===== config.mk =====
export PLATFORM = sky130hd
export DESIGN_NAME = cpu_run_controller
export DESIGN_NICKNAME = d
export VERILOG_FILES = /design/src/rtl/cpu_run_controller.sv
export SDC_FILE = /design/constraint.sdc
export NUM_CORES = 1
export LEC_CHECK = 0
export CAP_MARGIN = 30
export CELL_PAD_IN_SITES_DETAIL_PLACEMENT = 0
export CELL_PAD_IN_SITES_GLOBAL_PLACEMENT = 1
export CORE_UTILIZATION = 31
export DETAILED_ROUTE_END_ITERATION = 10
export GPL_TIMING_DRIVEN = 0
export PLACE_DENSITY = 0.92
export SKIP_CTS_REPAIR_TIMING = 1
export SYNTH_ARGS = -nofsm -noshare
export SYNTH_HDL_FRONTEND = slang
export SYNTH_SLANG_ARGS = --single-unit

===== constraint.sdc =====
create_clock -name clk -period 2.8 [get_ports clk]
set_input_delay 0.28 -clock clk [delete_from_list [all_inputs] [get_ports clk]]
set_output_delay 0.28 -clock clk [all_outputs]
set_load 0.05 [all_outputs]

===== src/rtl/cpu_run_controller.sv =====
// CPU run controller: gates the core clock enable for single step, N-cycle burst,
// continuous run and run-to-breakpoint, and synchronises the core reset.
//
// state     | meaning
// ----------+-----------------------------------------------------------
// IDLE    0 | core stopped, commands accepted
// STEP    1 | single enable cycle
// BURST   2 | enable for the sampled burst length, breakpoint armed
// RUN     3 | enable until halt or breakpoint, breakpoint armed
// BP_HALT 4 | stopped on breakpoint, commands accepted
module cpu_run_controller #(
  parameter int XLEN        = 32,
  parameter int STEP_CNT_W  = 16,
  parameter int SYNC_STAGES = 3
) (
  input  logic                  clk,
  input  logic                  reset_n,
  input  logic                  step_req,
  input  logic                  burst_req,
  input  logic [STEP_CNT_W-1:0] burst_count,
  input  logic                  run_req,
  input  logic                  halt_req,
  input  logic                  bp_enable,
  input  logic [XLEN-1:0]       bp_addr,
  input  logic [XLEN-1:0]       pc_value,
  output logic                  cpu_clk_enable,
  output logic                  cpu_reset,
  output logic [2:0]            state,
  output logic [STEP_CNT_W-1:0] steps_done,
  output logic                  bp_hit,
  output logic                  busy
);

  typedef enum logic [2:0] {
    S_IDLE    = 3'd0,
    S_STEP    = 3'd1,
    S_BURST   = 3'd2,
    S_RUN     = 3'd3,
    S_BP_HALT = 3'd4
  } state_t;

  localparam logic [STEP_CNT_W-1:0] CNT_ONE = STEP_CNT_W'(1);

  logic [SYNC_STAGES-1:0] rst_sync;

  state_t                  state_q, state_d;
  logic [STEP_CNT_W-1:0]   burst_left_q, burst_left_d;
  logic [STEP_CNT_W-1:0]   steps_q, steps_d;
  logic                    first_q, first_d;
  logic                    bp_hit_q, bp_hit_d;
  logic                    en_q, busy_q;
  logic                    active_d;
  logic                    accept;
  logic                    burst_ok;
  logic                    bp_trig;

  // Reset asserts asynchronously and releases after SYNC_STAGES clean edges.
  always_ff @(posedge clk or negedge reset_n) begin
    if (!reset_n) begin
      rst_sync <= '1;
    end else begin
      rst_sync <= {rst_sync[SYNC_STAGES-2:0], 1'b0};
    end
  end

  assign cpu_reset = rst_sync[SYNC_STAGES-1];

  always_comb begin
    state_d      = state_q;
    burst_left_d = burst_left_q;
    first_d      = 1'b0;
    bp_hit_d     = bp_hit_q;
    accept       = 1'b0;
    burst_ok     = burst_req && (burst_count != '0);
    // First enable cycle of a run/burst is masked so a resume from the breakpoint PC advances.
    bp_trig      = en_q && bp_enable && (pc_value == bp_addr) && !first_q &&
                   ((state_q == S_BURST) || (state_q == S_RUN));

    case (state_q)
      S_IDLE, S_BP_HALT: begin
        if (halt_req) begin
          state_d  = S_IDLE;
          bp_hit_d = 1'b0;
        end else if (step_req) begin
          state_d = S_STEP;
          accept  = 1'b1;
        end else if (burst_ok) begin
          state_d      = S_BURST;
          burst_left_d = burst_count;
          first_d      = 1'b1;
          accept       = 1'b1;
        end else if (run_req) begin
          state_d = S_RUN;
          first_d = 1'b1;
          accept  = 1'b1;
        end
      end
      S_STEP: begin
        state_d = S_IDLE;
      end
      S_BURST: begin
        burst_left_d = burst_left_q - CNT_ONE;
        if (halt_req) begin
          state_d = S_IDLE;
        end else if (bp_trig) begin
          state_d  = S_BP_HALT;
          bp_hit_d = 1'b1;
        end else if (burst_left_q == CNT_ONE) begin
          state_d = S_IDLE;
        end
      end
      S_RUN: begin
        if (halt_req) begin
          state_d = S_IDLE;
        end else if (bp_trig) begin
          state_d  = S_BP_HALT;
          bp_hit_d = 1'b1;
        end
      end
      default: begin
        state_d = S_IDLE;
      end
    endcase

    if (accept) begin
      bp_hit_d = 1'b0;
    end

    if (accept) begin
      steps_d = '0;
    end else if (en_q && (steps_q != '1)) begin
      steps_d = steps_q + CNT_ONE;
    end else begin
      steps_d = steps_q;
    end

    active_d = (state_d == S_STEP) || (state_d == S_BURST) || (state_d == S_RUN);
  end

  always_ff @(posedge clk or negedge reset_n) begin
    if (!reset_n) begin
      state_q      <= S_IDLE;
      burst_left_q <= '0;
      steps_q      <= '0;
      first_q      <= 1'b0;
      bp_hit_q     <= 1'b0;
      en_q         <= 1'b0;
      busy_q       <= 1'b0;
    end else if (cpu_reset) begin
      state_q      <= S_IDLE;
      burst_left_q <= '0;
      steps_q      <= '0;
      first_q      <= 1'b0;
      bp_hit_q     <= 1'b0;
      en_q         <= 1'b0;
      busy_q       <= 1'b0;
    end else begin
      state_q      <= state_d;
      burst_left_q <= burst_left_d;
      steps_q      <= steps_d;
      first_q      <= first_d;
      bp_hit_q     <= bp_hit_d;
      en_q         <= active_d;
      busy_q       <= active_d;
    end
  end

  assign cpu_clk_enable = en_q;
  assign busy           = busy_q;
  assign bp_hit         = bp_hit_q;
  assign steps_done     = steps_q;
  assign state          = state_q;

endmodule


# After elaboration in Yosys (flattened, before gate mapping)
# Cells that the tools add are included.
# word_totals
regBits	41
latch_bits	0
ram_bits	0
rom_bits	0
inputBits	87
output_inout_bits	23
wordCells	78
mem_count	0
# classes
addsub	2
multipliers	0
div_mod_pow	0
order_cmp	0
n_eq_ne	15
shifts	0
mux	35
bitwise_logic	0
reduce_logical	19
# op_table
cell	n
2-to-1 mux 16 bit	7
== test 32 bit	1
one-hot mux 16 bit (2 select lines)	1
2-to-1 mux 3 bit	10
adder 16 x 1 -> 16 bit (second input constant)	1
== test 16 x 1 -> 1 bit (second input constant)	1
inequality test 16 bit (second input constant)	1
nonzero test 16 bit	1
subtractor 16 x 1 -> 16 bit (second input constant)	1
2-to-1 mux 1 bit	15
== test 3 x 2 -> 1 bit (second input constant)	4
inequality test 3 bit (second input constant)	3
one-hot mux 3 bit (3 select lines)	1
AND reduction 4 bit	2
logical AND 1 bit	6
nonzero test 3 bit	2
inequality test 4 x 1 -> 1 bit (second input constant)	1
inequality test 4 x 2 -> 1 bit (second input constant)	1
inequality test 4 bit (second input constant)	1
nonzero test 4 bit	1
OR reduction 2 bit	2
== test 3 x 1 -> 1 bit (second input constant)	1
== test 3 bit (second input constant)	1
zero test 3 bit	1
3 further kinds	5

# Longest topological paths before layout
# Gate-level depths: netlist of the first run.
# depth
word_depth	11
depth_mapped	8
mapped_depth_nobuf	7

# Worst setup path before layout of the first run
# No wires, ideal clock.
# synth_timing
kind	register to register
startpoint	register state_q[0], in the netlist state[0]
endpoint	register burst_left_q[15]
setup_ps	78
arrival_time_ps	2071
required_time_ps	2722
path_slack_ps	651
stages_incl_launch_ff	7
path_buffers	2
period_less_slack_ps	2149
cell_sequence	dfrtp_1 clkbuf_1 nor4_1 and2_1 clkbuf_1 o2bb2a_1 a21oi_1
# synth_via
elab_chain_len	4
word_cells_on_any_way	11
cone_classes	5 x eq/ne; 2 x mux; 4 x reduce/logical
# synth_lines
element	line	rtl
from (decl)	46	state_t state_q, state_d;
from (signal assigned)	158	state_q <= state_d;
== test 3 bit / zero test 3 bit (equally long branches)	79	case (state_q)
OR reduction 2 bit	79	
inequality test 3 bit (no source line) (tied with other cells)	-	
AND reduction 4 bit (no source line) / 2-to-1 mux 16 bit (equally long branches)	-	
to (signal assigned)	159	burst_left_q <= burst_left_d;
to (decl)	47	logic [STEP_CNT_W-1:0] burst_left_q, burst_left_d;
# Several ways; a longest one is shown, not always the timed one.
# A chain may end at the register's enable or synchronous reset.

# Final worst setup path of the first run
# layout_timing
startpoint	input burst_count[14]
endpoint	register steps_q[5], in the netlist steps_done[5]
# layout_via
elab_chain_len	8
word_cells_on_any_way	9
cone_classes	6 x mux; 3 x reduce/logical
# layout_lines
element	line	rtl
from (decl)	20	input logic [STEP_CNT_W-1:0] burst_count,
nonzero test 16 bit (*)	74	burst_ok = burst_req && (burst_count != '0);
logical AND 1 bit (*)	74	
2-to-1 mux 1 bit (*)	87	end else if (burst_ok) begin
2-to-1 mux 1 bit (*)	84	end else if (step_req) begin
2-to-1 mux 1 bit (*)	81	if (halt_req) begin
2-to-1 mux 1 bit (*)	79	
2-to-1 mux 16 bit	129	if (accept) begin
2-to-1 mux 16 bit	149	end else if (cpu_reset) begin
to (signal assigned)	160	steps_q <= steps_d;
to (decl)	48	logic [STEP_CNT_W-1:0] steps_q, steps_d;
# Every way passes the cells marked *; elsewhere a longest branch is shown, timed or not.

==> reports/results.ini, run 1 <==
[run_status]
status = complete, no violations

[floorplanning]
die_y_um = 94.5
dieArea_um2 = 8930
start_util_pct = 32.1
rows = 33
ioPinCount = 110
die_w_um = 94.5
placeableCoreArea_um2 = 8260

[timing]
period_minus_slack_ns = 2.49
skew_ns = 0.00612
max_freq_ghz = 0.402
finalMaxSlewViolations = 0
hold_violations = 0
slew_headroom_pct = 39.7
setup_viol = 0
finalCritPeriodShare_pct = 88.8
setup_slack_ns = 0.314
setup_tns_ns = 0
grt_setup_unrepaired = false
hold_ws_ns = 0.309
timing_worst_slew_pin_value_ns = 0.902

[placed_design]
dp_slack_ns = -0.149
placed_area_um2 = 3890
dpl.cell_count = 521
port_buffers = 109
dp_hpwl_um = 6000
gp_congestion = 0.837

[synth]
synth.top_cell.area_share_pct = 35.9
syn_inst = 306
ys_ff_latch = 41
seq_area_frac_synth_pct = 38.8
synth_area_um2 = 2650
synth_area_leaders = dfrtp_1 (36%), xor2_1 (14%), a21oi_1 (4.3%)
synth_top_area_cell = dfrtp_1
synth-edff-count = 0
synth_warnings = 0
synth.distinct_cells = 47
synth_nets = 396
synthArstFlopShare_pct = 100
ys.flop_type = dfrtp_1
synth_area_per_cell_um2 = 8.66

[route]
via_count = 2745
drtPass1Iterations = 4
wl_per_cell_um = 14.4
wl_met2_um = 3860
drc = 0
met3_length_um = 460
detail_route.iter0.violations = 108
highest_layer = met4
drt.antenna.violating_nets = 0
via_per_inst = 5.18
m1WireLength_um = 3210
drt-total-wl_um = 7660

[clocking]
cts-root-buf = clkbuf_8
clockBufferDepth = 2
path_clk_slew_ns = 0.08
insertion_delay_ns = 0.29
tritoncts = done
h-tree-depth = 2
cts_made_buffers = 5
clock_sinks = 41

[cells_and_area]
drive_above_1_share_pct = 5.41
n_fill_cell = 789
seq_area_um2 = 1030
instances_no_fill = 530
final_common_cell = clkdlybuf4s50_1
final_area_um2 = 4000
layout.nets = 514
n_antenna_cell = 0
final_cell_mix = clkdlybuf4s50_1 (108), xor2_1 (43), dfrtp_1 (38)
area_delta_synth_final_pct = 50.9
multi_input_area_um2 = 1560

[setup_path]
worst_setup_path_end_kind = flop
crit_required_ns = 3.02
crit_type = primary input to flop
cp_max_fo = 10
cp-startpoint = burst_count[14]
cp-start-kind = primary input
worstReg2RegStart = state[0]
critPathArrivalTime_ns = 2.71

[global_routing]
grt_pass1_wl_um = 12500
grt.overflow.total = 0
grt_max_degree = 41
grt_pass1_vias = 2772
grt_use_total_pct = 17.9
antenna_found_initial = 0

[flow_run]
cap_violations = 0

[pwr]
ir_drop_v = 0.000199
power.leakage_nw = 1.57
p_per_area_nw_per_um2 = 361

[worst_hold_path]
hold_path_class = primary input to async pin

==> synthesized netlist by cell type (2+ instances only) <==
library cell   n
nor3_1        12
o22ai_1        3
a21oi_1       23
dfrtp_1       38
or4_1          5
o32ai_1        3
nor4_1        16
a21o_1         3
and2_1         2
nand4_1       13
clkbuf_1       9
nand2b_1       3
or2_2          3
ha_1           3
nor2_1        27
a31oi_1        5
nand2_1       24
nand3_1       14
a211oi_1       5
nor2b_1        3
inv_1          7
xor2_1        43
dfstp_2        3
xnor2_1        2
and3_1         7
o21ai_0        9
==> per-layer routing <==
layer	vias up	GRT usage, %
met5	-	0
li1	1355	-
met4	0	5.30
met3	17	3.38
met1	1279	22.1
met2	94	31.4
==> through the flow <==
stage	util [%]	power, mW
after floorplan	-	0.852
after global placement	46.9	1.05
after detailed placement	47.1	1.06
after CTS	48.1	1.45
after global routing	48.4	1.52
final	48.4	1.45
==> power by group <==
group / internal [mW] / switching, mW / leakage [nW]
Combinational: 0.213 / 0.204 / 0.967
Sequential: 0.617 / 0.0243 / 0.555
Clock: 0.172 / 0.215 / 0.0439
==> kinds of logic (layout without fill, tap and decap cells) <==
kind of cell,after synthesis,in the layout,share of synthesized area [%]
muxes,1,1,0.378
buffers and inverters,18,137,2.74
other,1,1,0.141
DFF,41,41,38.8
xor gates and xnor gates,45,45,14.9
adders and majority gates,3,3,1.42
and+or+nand+nor,135,135,26.6
AOI/OAI and AO/OA,62,62,15.0
==> layout make-up <==
cell class                 instances  area share (%)
buffer                            11            1.16
clock buffer                       5            1.72
clock inverter                     3           0.438
inverter                           7           0.657
multi-input combinational        247            39.1
sequential                        41            25.7
tap                              105            3.28
timing repair buffer             111            27.9
==> critical path, cell delays in order <==
cell and delay (ns):
clkdlybuf4s50_1 0.44, nor4_1 0.49, a41oi_1 0.40, nor3_1 0.47, o41ai_4 0.17, clkbuf_1 0.28
nor2_1 0.17
==> flip-flops by register name, summed over array words and instances, names as in the netlist <==
| signal | count |
|---|---|
| burst_left_q | 16 |
| steps_done | 16 |
| rst_sync | 3 |
| state | 3 |
| bp_hit | 1 |
| busy | 1 |
| first_q | 1 |
==> worst paths after layout <==
kind                                     to  slack, ns  depth (start not counted)
max                           steps_done[5]       0.31                          7
min                           steps_done[0]       0.31                          2
max reg2reg                burst_left_q[13]       0.32                          5
min reg2reg                     rst_sync[2]       0.36                          0
max in group asynchronous       rst_sync[0]       2.02                          3
min in group clk                rst_sync[2]       0.36                          0
No activity file was read; power rests on OpenSTA's default activity.
==> run 2: changes to the inputs <==
--- a/config.mk
+++ b/config.mk
@@ -12,7 +12,6 @@
 export DETAILED_ROUTE_END_ITERATION = 10
 export GPL_TIMING_DRIVEN = 0
 export PLACE_DENSITY = 0.92
-export SKIP_CTS_REPAIR_TIMING = 1
 export SYNTH_ARGS = -nofsm -noshare
 export SYNTH_HDL_FRONTEND = slang
 export SYNTH_SLANG_ARGS = --single-unit
==> run 2 against run 1 <==
Power down 0.17%. Sequential power about the same. Clock skew about the same. Clock power about the same. Flip-flop and latch count unchanged. Global-route usage up 0.068 points.
==> reports/results.ini, run 2 (synthesized netlist as in run 1, its figures left out) <==
[setup_path]
crit_chain = clkdlybuf4s50_1, nor4_1, a41oi_1, nor3_1, o41ai_4, clkbuf_1, nor2_1
ff2ff_path_depth = 5  ; unchanged
slowest_stage = nor4_1
critPathArrivalTime_ns = 2.74  ; +0.03 ns
r2r_setup_slack_ns = 0.36  ; +0.04 ns
crit_required_ns = 3.02  ; about the same
regToRegEndpoint = burst_left_q[13]
cp_max_fo = 10  ; unchanged
cp-start-kind = primary input
crit_type = primary input to flop
cpPeakStageDelay_ns = 0.51  ; +0.02 ns
path_buf_inv = 2  ; unchanged
crit_family = simple AND/OR/NAND/NOR gates
worstReg2RegStart = state[0]
worst_setup_path_end_kind = flop

[pwr]
p_per_area_nw_per_um2 = 361  ; -0.17%
power.leakage_nw = 1.57  ; unchanged
power_mw = 1.44  ; -0.17%
ir_drop_v = 0.000199  ; -0.19%

[cells_and_area]
n_antenna_cell = 0  ; unchanged
drive_above_1_share_pct = 5.41  ; unchanged
final_cell_mix = clkdlybuf4s50_1 (108), xor2_1 (43), dfrtp_1 (38)
final_common_cell = clkdlybuf4s50_1
layout.nets = 514  ; unchanged
instances_no_fill = 530  ; unchanged
area_delta_synth_final_pct = 50.9  ; unchanged

[placed_design]
dp_hpwl_um = 6000  ; unchanged
gp_congestion = 0.837  ; unchanged
dpl.cell_count = 521  ; unchanged
dp_slack_ns = -0.149  ; unchanged
port_buffers = 109  ; unchanged

[clocking]
cts_setup_buffers = 0
insertion_delay_ns = 0.29  ; about the same
h-tree-depth = 2  ; unchanged
cts_made_buffers = 5  ; unchanged
clockBufferDepth = 2  ; unchanged
tritoncts = done
path_clk_slew_ns = 0.08  ; about the same
cts-root-buf = clkbuf_8
clock_sinks = 41  ; unchanged

[global_routing]
globalRouteMet2Util_pct = 31.6  ; +0.24 points
grt_pass1_vias = 2777  ; +0.18%
grt_max_degree = 41  ; unchanged
grt.overflow.total = 0  ; unchanged
use_met1_pct = 22.1  ; unchanged
antenna_found_initial = 0  ; unchanged
grt_use_total_pct = 17.9  ; +0.068 points
grt_busiest_layer = met2
grt_pass1_wl_um = 12600  ; +0.33%
use_met3_pct = 3.38  ; unchanged

[flow_run]
cap_violations = 0  ; unchanged

[floorplanning]
rows = 33  ; unchanged
start_util_pct = 32.1  ; unchanged
ioPinCount = 110  ; unchanged
placeableCoreArea_um2 = 8260  ; unchanged
dieArea_um2 = 8930  ; unchanged
die_y_um = 94.5  ; unchanged
die_w_um = 94.5  ; unchanged

[timing]
period_minus_slack_ns = 2.52  ; +0.0363 ns
timing_worst_slew_pin_value_ns = 0.890  ; -0.0120 ns
hold_violations = 0  ; unchanged
setup_viol = 0  ; unchanged
skew_ns = 0.00604  ; -0.0000822 ns
grt_setup_unrepaired = false
setup_slack_ns = 0.278  ; -0.0363 ns
finalMaxSlewViolations = 0  ; unchanged
max_freq_ghz = 0.397  ; -1.4%
finalCritPeriodShare_pct = 90.1  ; +1.3 points
slew_headroom_pct = 40.5  ; +0.80 points

[route]
drc = 0  ; unchanged
drt-total-wl_um = 7650  ; -0.12%
drt.antenna.violating_nets = 0  ; unchanged
detail_route.iter0.violations = 103  ; -4.6%
drtPass1Iterations = 4  ; unchanged
wl_per_cell_um = 14.4  ; -0.12%
via_count = 2745  ; unchanged
via_per_inst = 5.18  ; unchanged

[run_status]
status = complete, no violations

[worst_hold_path]
hold_path_class = primary input to async pin

run 2: worst max-delay path by stage:
stage                       end  slack (ns)  cells past startpoint            start
2_1_floorplan  burst_left_q[15]        0.65                      6         state[0]
3_3_place_gp    burst_left_q[9]       -0.08                      7  burst_count[14]
3_5_place_dp    burst_left_q[9]       -0.15                      7  burst_count[14]
4_1_cts         burst_left_q[9]        0.15                      7  burst_count[14]
5_1_grt          steps_done[14]        0.08                      7  burst_count[14]
6_report          steps_done[5]        0.28                      7  burst_count[14]
run 2: routing by layer:
| layer | wire length [um] | share of wire [%] |
|---|---|---|
| met4 | 131 | 1.7 |
| met2 | 3840 | 50 |
| met5 | 0 | 0 |
| met3 | 531 | 6.9 |
| met1 | 3150 | 41 |
run 2: what timing repair did:
item	4_1_cts	5_1_grt
resized for setup	0	2
endpoints found under the hold margin	38	0
hold buffers	1	0
setup endpoints to repair	0	4
run 2: cell type report:
type / instances / area, um2
buffer: 11 / 46.3
clock buffer: 5 / 68.8
clock inverter: 3 / 17.5
fill: 789 / 4260
inverter: 7 / 26.3
multi-input combinational: 247 / 1560
sequential: 41 / 1030
tap: 105 / 131
timing repair buffer: 111 / 1120
run 2: power by group:
part / internal [mW] / switching [mW] / leakage, nW
logic: 0.213 / 0.204 / 0.967
clock network: 0.172 / 0.214 / 0.0439
registers: 0.617 / 0.0242 / 0.555
total: 1.00 / 0.441 / 1.57
run 2: metrics by stage:
stage | area [um2] | util (%) | hold slack [ns] | TNS (ns)
after floorplan | 2650 | - | -0.0156 | 0
after global placement | 3870 | 46.9 | 0.346 | -0.424
after detailed placement | 3890 | 47.1 | 0.0824 | -1.51
after CTS | 3990 | 48.3 | 0.307 | 0
after global routing | 4000 | 48.4 | 0.329 | 0
final | 4000 | 48.4 | 0.308 | 0
